**src/rtl/cpu_defs_pkg.sv**
```systemverilog
// Shared definitions for the fetch sequencer and the per-opcode control decoders.
package cpu_defs_pkg;

   // PC update selects carried in the decoder controlword
   localparam logic [1:0] PSEL_HOLD = 2'b00;
   localparam logic [1:0] PSEL_INC  = 2'b01;
   localparam logic [1:0] PSEL_ABS  = 2'b10;
   localparam logic [1:0] PSEL_REL  = 2'b11;

   // One-hot so each phase is a single flop bit and the phase outputs need no decode
   typedef enum logic [2:0] {
      FETCH_REQ  = 3'b001,
      FETCH_WAIT = 3'b010,
      EXEC       = 3'b100
   } fetch_state_t;

   // Controlword layout: sequencing fields in the low bits, datapath-owned fields above
   localparam int CW_W              = 31;
   localparam int CW_PSEL_LSB       = 0;
   localparam int CW_PSEL_W         = 2;
   localparam int CW_PCSEL_BIT      = 2;
   localparam int CW_NEXT_STATE_LSB = 3;
   localparam int CW_NEXT_STATE_W   = 2;
   localparam int CW_EN_PC_BIT      = 5;
   localparam int CW_DP_LSB         = 6;
   localparam int CW_DP_W           = CW_W - CW_DP_LSB;

endpackage

```
**src/rtl/pc_next_calc.sv**
```systemverilog
// Combinational next-PC selection: hold, sequential, absolute target or word-relative branch.
module pc_next_calc
   import cpu_defs_pkg::*;
#(
   parameter int PC_W = 64
) (
   input  logic                   [PC_W-1:0] pc,
   input  logic                   [1:0]      psel,
   input  logic                              pcsel,
   input  logic signed            [PC_W-1:0] k,
   input  logic                   [PC_W-1:0] a_bus,
   output logic                   [PC_W-1:0] pc_nxt
);

   logic        [PC_W-1:0] target;
   logic signed [PC_W-1:0] offset;

   // Select the next PC; all sums wrap modulo 2^PC_W and targets are forced word-aligned
   always_comb begin
      target = pcsel ? k : a_bus;
      offset = k <<< 2;
      pc_nxt = pc;
      case (psel)
         PSEL_HOLD: pc_nxt = pc;
         PSEL_INC:  pc_nxt = pc + PC_W'(4);
         PSEL_ABS:  pc_nxt = {target[PC_W-1:2], 2'b00};
         PSEL_REL:  pc_nxt = pc + $unsigned(offset);
      endcase
   end

endmodule

```
**src/rtl/pc_fetch_sequencer.sv**
```systemverilog
// Program counter, instruction register and microstate owner. Fetches one instruction
// per req/valid handshake, then lets the control decoders run one or more EXEC cycles.
module pc_fetch_sequencer
   import cpu_defs_pkg::*;
#(
   parameter int              PC_W     = 64,
   parameter logic [PC_W-1:0] RESET_PC = '0,
   parameter int              MAX_WAIT = 255
) (
   input  logic                   clock,
   input  logic                   reset,
   input  logic        [1:0]      psel,
   input  logic                   pcsel,
   input  logic        [1:0]      next_state,
   input  logic                   en_pc,
   input  logic signed [PC_W-1:0] k,
   input  logic        [PC_W-1:0] a_bus,
   input  logic        [31:0]     imem_rdata,
   input  logic                   imem_valid,
   output logic                   imem_req,
   output logic        [PC_W-1:0] imem_addr,
   output logic        [31:0]     instruction,
   output logic        [1:0]      state,
   output logic        [PC_W-1:0] pc,
   output logic        [PC_W-1:0] pc_bus,
   output logic                   exec_valid,
   output logic                   fetch_err
);

   localparam int WAIT_W = $clog2(MAX_WAIT + 1);
   localparam logic [WAIT_W-1:0] WAIT_LAST = WAIT_W'(MAX_WAIT - 1);

   fetch_state_t      fsm;
   logic [WAIT_W-1:0] wait_cnt;
   logic [PC_W-1:0]   pc_nxt;

   pc_next_calc #(
      .PC_W (PC_W)
   ) u_pc_next_calc (
      .pc     (pc),
      .psel   (psel),
      .pcsel  (pcsel),
      .k      (k),
      .a_bus  (a_bus),
      .pc_nxt (pc_nxt)
   );

   // Phase outputs come straight off the one-hot state flops; the request is held low while
   // reset is asserted so nothing is issued from the reset cycle itself
   assign imem_req   = (fsm == FETCH_REQ) && !reset;
   assign exec_valid = (fsm == EXEC);
   assign imem_addr  = pc;

   // Link value is the return address of the executing instruction, driven only on request
   assign pc_bus = en_pc ? (pc + PC_W'(4)) : '0;

   // Fetch/execute sequencing with PC, IR, microstate, timeout counter and sticky error
   always_ff @(posedge clock) begin
      if (reset) begin
         fsm         <= FETCH_REQ;
         pc          <= RESET_PC;
         instruction <= '0;
         state       <= 2'b00;
         fetch_err   <= 1'b0;
         wait_cnt    <= '0;
      end else begin
         case (fsm)
            FETCH_REQ: begin
               wait_cnt <= '0;
               fsm      <= FETCH_WAIT;
            end
            FETCH_WAIT: begin
               if (imem_valid) begin
                  instruction <= imem_rdata;
                  state       <= 2'b00;
                  wait_cnt    <= '0;
                  fsm         <= EXEC;
               end else if (wait_cnt == WAIT_LAST) begin
                  // Give up on this response and re-issue the same address
                  fetch_err <= 1'b1;
                  wait_cnt  <= '0;
                  fsm       <= FETCH_REQ;
               end else begin
                  wait_cnt <= wait_cnt + WAIT_W'(1);
               end
            end
            EXEC: begin
               if (next_state != 2'b00) begin
                  state <= next_state;
               end else begin
                  pc    <= pc_nxt;
                  state <= 2'b00;
                  fsm   <= FETCH_REQ;
               end
            end
            default: fsm <= FETCH_REQ;
         endcase
      end
   end

endmodule

```
**config.mk**
```make
export PLATFORM = sky130hd
export DESIGN_NAME = pc_fetch_sequencer
export DESIGN_NICKNAME = d
export VERILOG_FILES = /design/src/rtl/cpu_defs_pkg.sv /design/src/rtl/pc_next_calc.sv /design/src/rtl/pc_fetch_sequencer.sv
export SDC_FILE = /design/constraint.sdc
export NUM_CORES = 1
export LEC_CHECK = 0
export CORE_ASPECT_RATIO = 0.8
export CORE_MARGIN = 5
export CORE_UTILIZATION = 48
export DETAILED_ROUTE_END_ITERATION = 8
export PLACE_DENSITY = 0.83
export SYNTH_ARGS = -nofsm -noshare
export SYNTH_HDL_FRONTEND = slang
export SYNTH_HIERARCHICAL = 1
export SYNTH_SLANG_ARGS = --single-unit
```
**constraint.sdc**
```tcl
create_clock -name clock -period 4.35 [get_ports clock]
set_clock_uncertainty 0.05 [all_clocks]
set_input_delay 0.435 -clock clock [delete_from_list [all_inputs] [get_ports clock]]
set_output_delay 0.435 -clock clock [all_outputs]
set_load 0.02 [all_outputs]
```
==> results.md <==
* Worst EP arrival at approximately 3.6 ns
* Share of cells above drive strength 1 at 6.13%
* Final Hold Vio Count at 0
* Mux cell area share after synthesis at approximately 6.8%
* Final min period at 4.11 ns
* Die height at between 150 and 200 um
* Max Clk Rate at around 240 MHz
* Minimum hold slack at 0.409 ns
* Overall Global Routing Usage at 31.4%
* DRT iter0 DRCs at roughly 1.6k
* Cells after Synth at 1791
* Fin util at 65.3%
* Post-route clock period utilization at 94.5%
* Ports at between 300 and 400
* CTS Hold Buffers Added at 0
* Clock transition at path regs at approximately 0.10 ns
* DRT antenna net count at 0
* Mapped Area at 12300 um^2
* Via count at 14.4k
* Max Cap Viol at 0
* Clock Latency Late Sink at 0.38 ns
* Worst-Margin Slew at about 1.2 ns
* Library cells used by synthesis at 84
* Reg power frac at 38.5%
* Fillers at between 2k and 2.5k
* Worst VDD drop at 204 uV
* DP Wirelength at between 30000 and 40000 um
* CP required at 3.87 ns
* Grt ovf at 0
* Status: completed
* Pwr per Cell Area at 169 nW/um^2
* Post-synthesis xor/xnor area fraction at 7.20%
* Worst-path cell chain: nand4_1 > nor4_4 > nand2_1 > or4_1 > a21oi_1 > clkdlybuf4s50_1
* Root Buffer: clkbuf_16
* Sw Share at between 30 and 40%
* Via/cell ratio at 6.03
* Largest family of logic cells by synthesized area: simple AND/OR/NAND/NOR gates
* WS Path Type: flip-flop to output pin
* Compound-Gate Fraction of Synth Area at between 20% and 30%
* Final-stage net count at 2301
* H-tree levels at 3
* CP Launch Type: flip-flop
* Largest net degree at the start of global routing at 68
* Net switching power at around 960 uW
* Relative slew slack at 21.7%
* Top fanout value on the critical path at 16
* Leakage power at 6.50 nW
* Post-CTS Setup Bufs at 0
* Adder-cell share of the synthesized area at 6.68%
* Power share of the combinational group at approximately 28%
* Most common cell after layout, fill and taps aside: clkdlybuf4s50_1
* Number of antenna violations at the first check in global routing at 1
* First-pass GRT wire length at around 75000 um
* Int Pwr at 1.84 mW
* Vias in the first global route at between 10k and 15k
* Placeable core area at 25200 um^2
* Clock Sinks at 110
* DRC at 0
* Asr flop ratio synth at 0%
* Cts repair resizes at 0
* Clock Power Share at 33.8%
* Multi-input logic area at 9000 um^2
* Final Max Slew Viols at 0
* Endpoints failing setup at 0
* Routed len/inst at 20.1 um
* CTS max path bufs at 2
* Initial Util at 48.7%
* Synthesized flop and latch total at 110
* Most frequent cells in the layout: 391 x clkdlybuf4s50_1, 369 x nand2_1, 193 x a21oi_1, 122 x o21ai_0, 110 x dfxtp_1
* Largest cells by area after synthesis: dfxtp_1 18%, nand2_1 11%, a21oi_1 7.9%
* TritonRoute pass-1 iters at 8
* DIE AREA at 28900 um^2
* Top cell type by total area after synthesis: dfxtp_1
* Setup TNS at 0 ns
* Register area at 2200 um^2
* Ys flop type: dfxtp_1
* Post-synthesis area per instance at between 6 and 7 um^2
* Worst min path class: flip-flop to flip-flop
* GPL Wtd Cong at 0.963
* RSZ-0062 raised after global routing: false
* Drt total wl at 48200 um
* Synth warn at 6
* Yosys top cell area share at 17.9%
* CP max stage cell: clkdlybuf4s50_1
* Post-Synth Simple-Gate Area at 29.2%
* Post-synth EDFFs at 0
* Site row count at 52
* Total CTS buffers at 9
* Die Width at 189 um
* Layout area overhead at 34.2%
* CTS tree: yes
* Setup crit end kind: output pin
* Sequential share of the synthesized area at approximately 18%
* Crit-path max cell delay at roughly 0.65 ns
* Mapped Nets at 2025
* Buffers on Ports at 395
worst max-delay path, delay by kind of cell, from the launching register on:
family | cells | cell delay (ns)
AOI/OAI and AO/OA | 1 | 0.24
and+or+nand+nor | 4 | 1.74
DFF | 1 | 0.62
buffers and inverters | 1 | 0.65
cells by family after synthesis:
kind of cell               Yosys count
and+or+nand+nor                    734
adders and majority gates           65
DFF                                110
xor gates and xnor gates           101
buffers and inverters              217
muxes                               83
AOI/OAI and AO/OA                  481
final timing paths:
| path | from | end | slack, ns | cells after the start |
|---|---|---|---|---|
| max | imem_addr[16] | pc_bus[49] | 0.24 | 6 |
| min | instruction[14] | instruction[14] | 0.41 | 2 |
| max reg2reg | imem_addr[34] | imem_addr[60] | 0.60 | 13 |
| min reg2reg | instruction[14] | instruction[14] | 0.41 | 2 |
per-layer routing:
layer | part of all wire [%] | global-route usage (%) | vias up
li1 | - | - | 6833
met1 | 43 | 42.5 | 6659
met4 | 2.6 | 9.19 | 0
met2 | 45 | 50.4 | 862
met5 | 0 | 0 | -
met3 | 10 | 6.77 | 88
power by group through the flow:
stage	combinational [mW]	sequential [mW]	clock, mW
after global routing	0.834	1.08	0.993
after global placement	0.745	1.09	0
after CTS	0.767	1.07	0.957
after floorplan	0.403	1.12	0
after detailed placement	0.757	1.10	0
final	0.773	1.07	0.945
Yosys cell counts (all sizes together) (3+ instances only):
library cell and count:
a211oi 6, a21o 45, a21oi 198, a221o 4, a221oi 3, a311oi 3
a31o 4, a31oi 11, and2 12, and3 74, and4 8, buf 87
clkbuf 99, dfxtp 110, ha 64, inv 31, mux2i 82, nand2 369
nand2b 7, nand3 37, nand3b 4, nand4 40, nor2 94, nor2b 8
nor3 17, nor4 19, nor4b 4, o2111ai 3, o211ai 6, o21a 9
o21ai 143, o21bai 9, o221ai 5, o31ai 15, or2 6, or3 12
or4 15, xnor2 70, xor2 31
metrics by stage:
stage / setup WS, ns / cell area (um^2) / power (mW) / std cells
final: 0.239 / 16500 / 2.79 / 2397
after global routing: 0.0667 / 16500 / 2.91 / 2397
after CTS: 0.279 / 16500 / 2.80 / 2396
after detailed placement: 0.171 / 16200 / 1.85 / 2380
after global placement: 0.243 / 16200 / 1.84 / 2380
after floorplan: 0.426 / 12300 / 1.52 / 1791
registers in the layout (all words and copies together) (netlist names):
register,flops
state,2
wait_cnt,8
fetch_err,1
imem_addr,64
instruction,32
fsm,3
area by class of cell:
cell class	instances	area share (%)
clock buffers	9	1.37
multi-input cells	1464	54.6
repair buffers	451	26.9
diodes	1	0.0152
inverters	31	0.706
well taps	324	2.46
flip-flops and latches	110	13.4
clock inverters	7	0.585
Note: power is estimated with default switching activity, not from simulation.
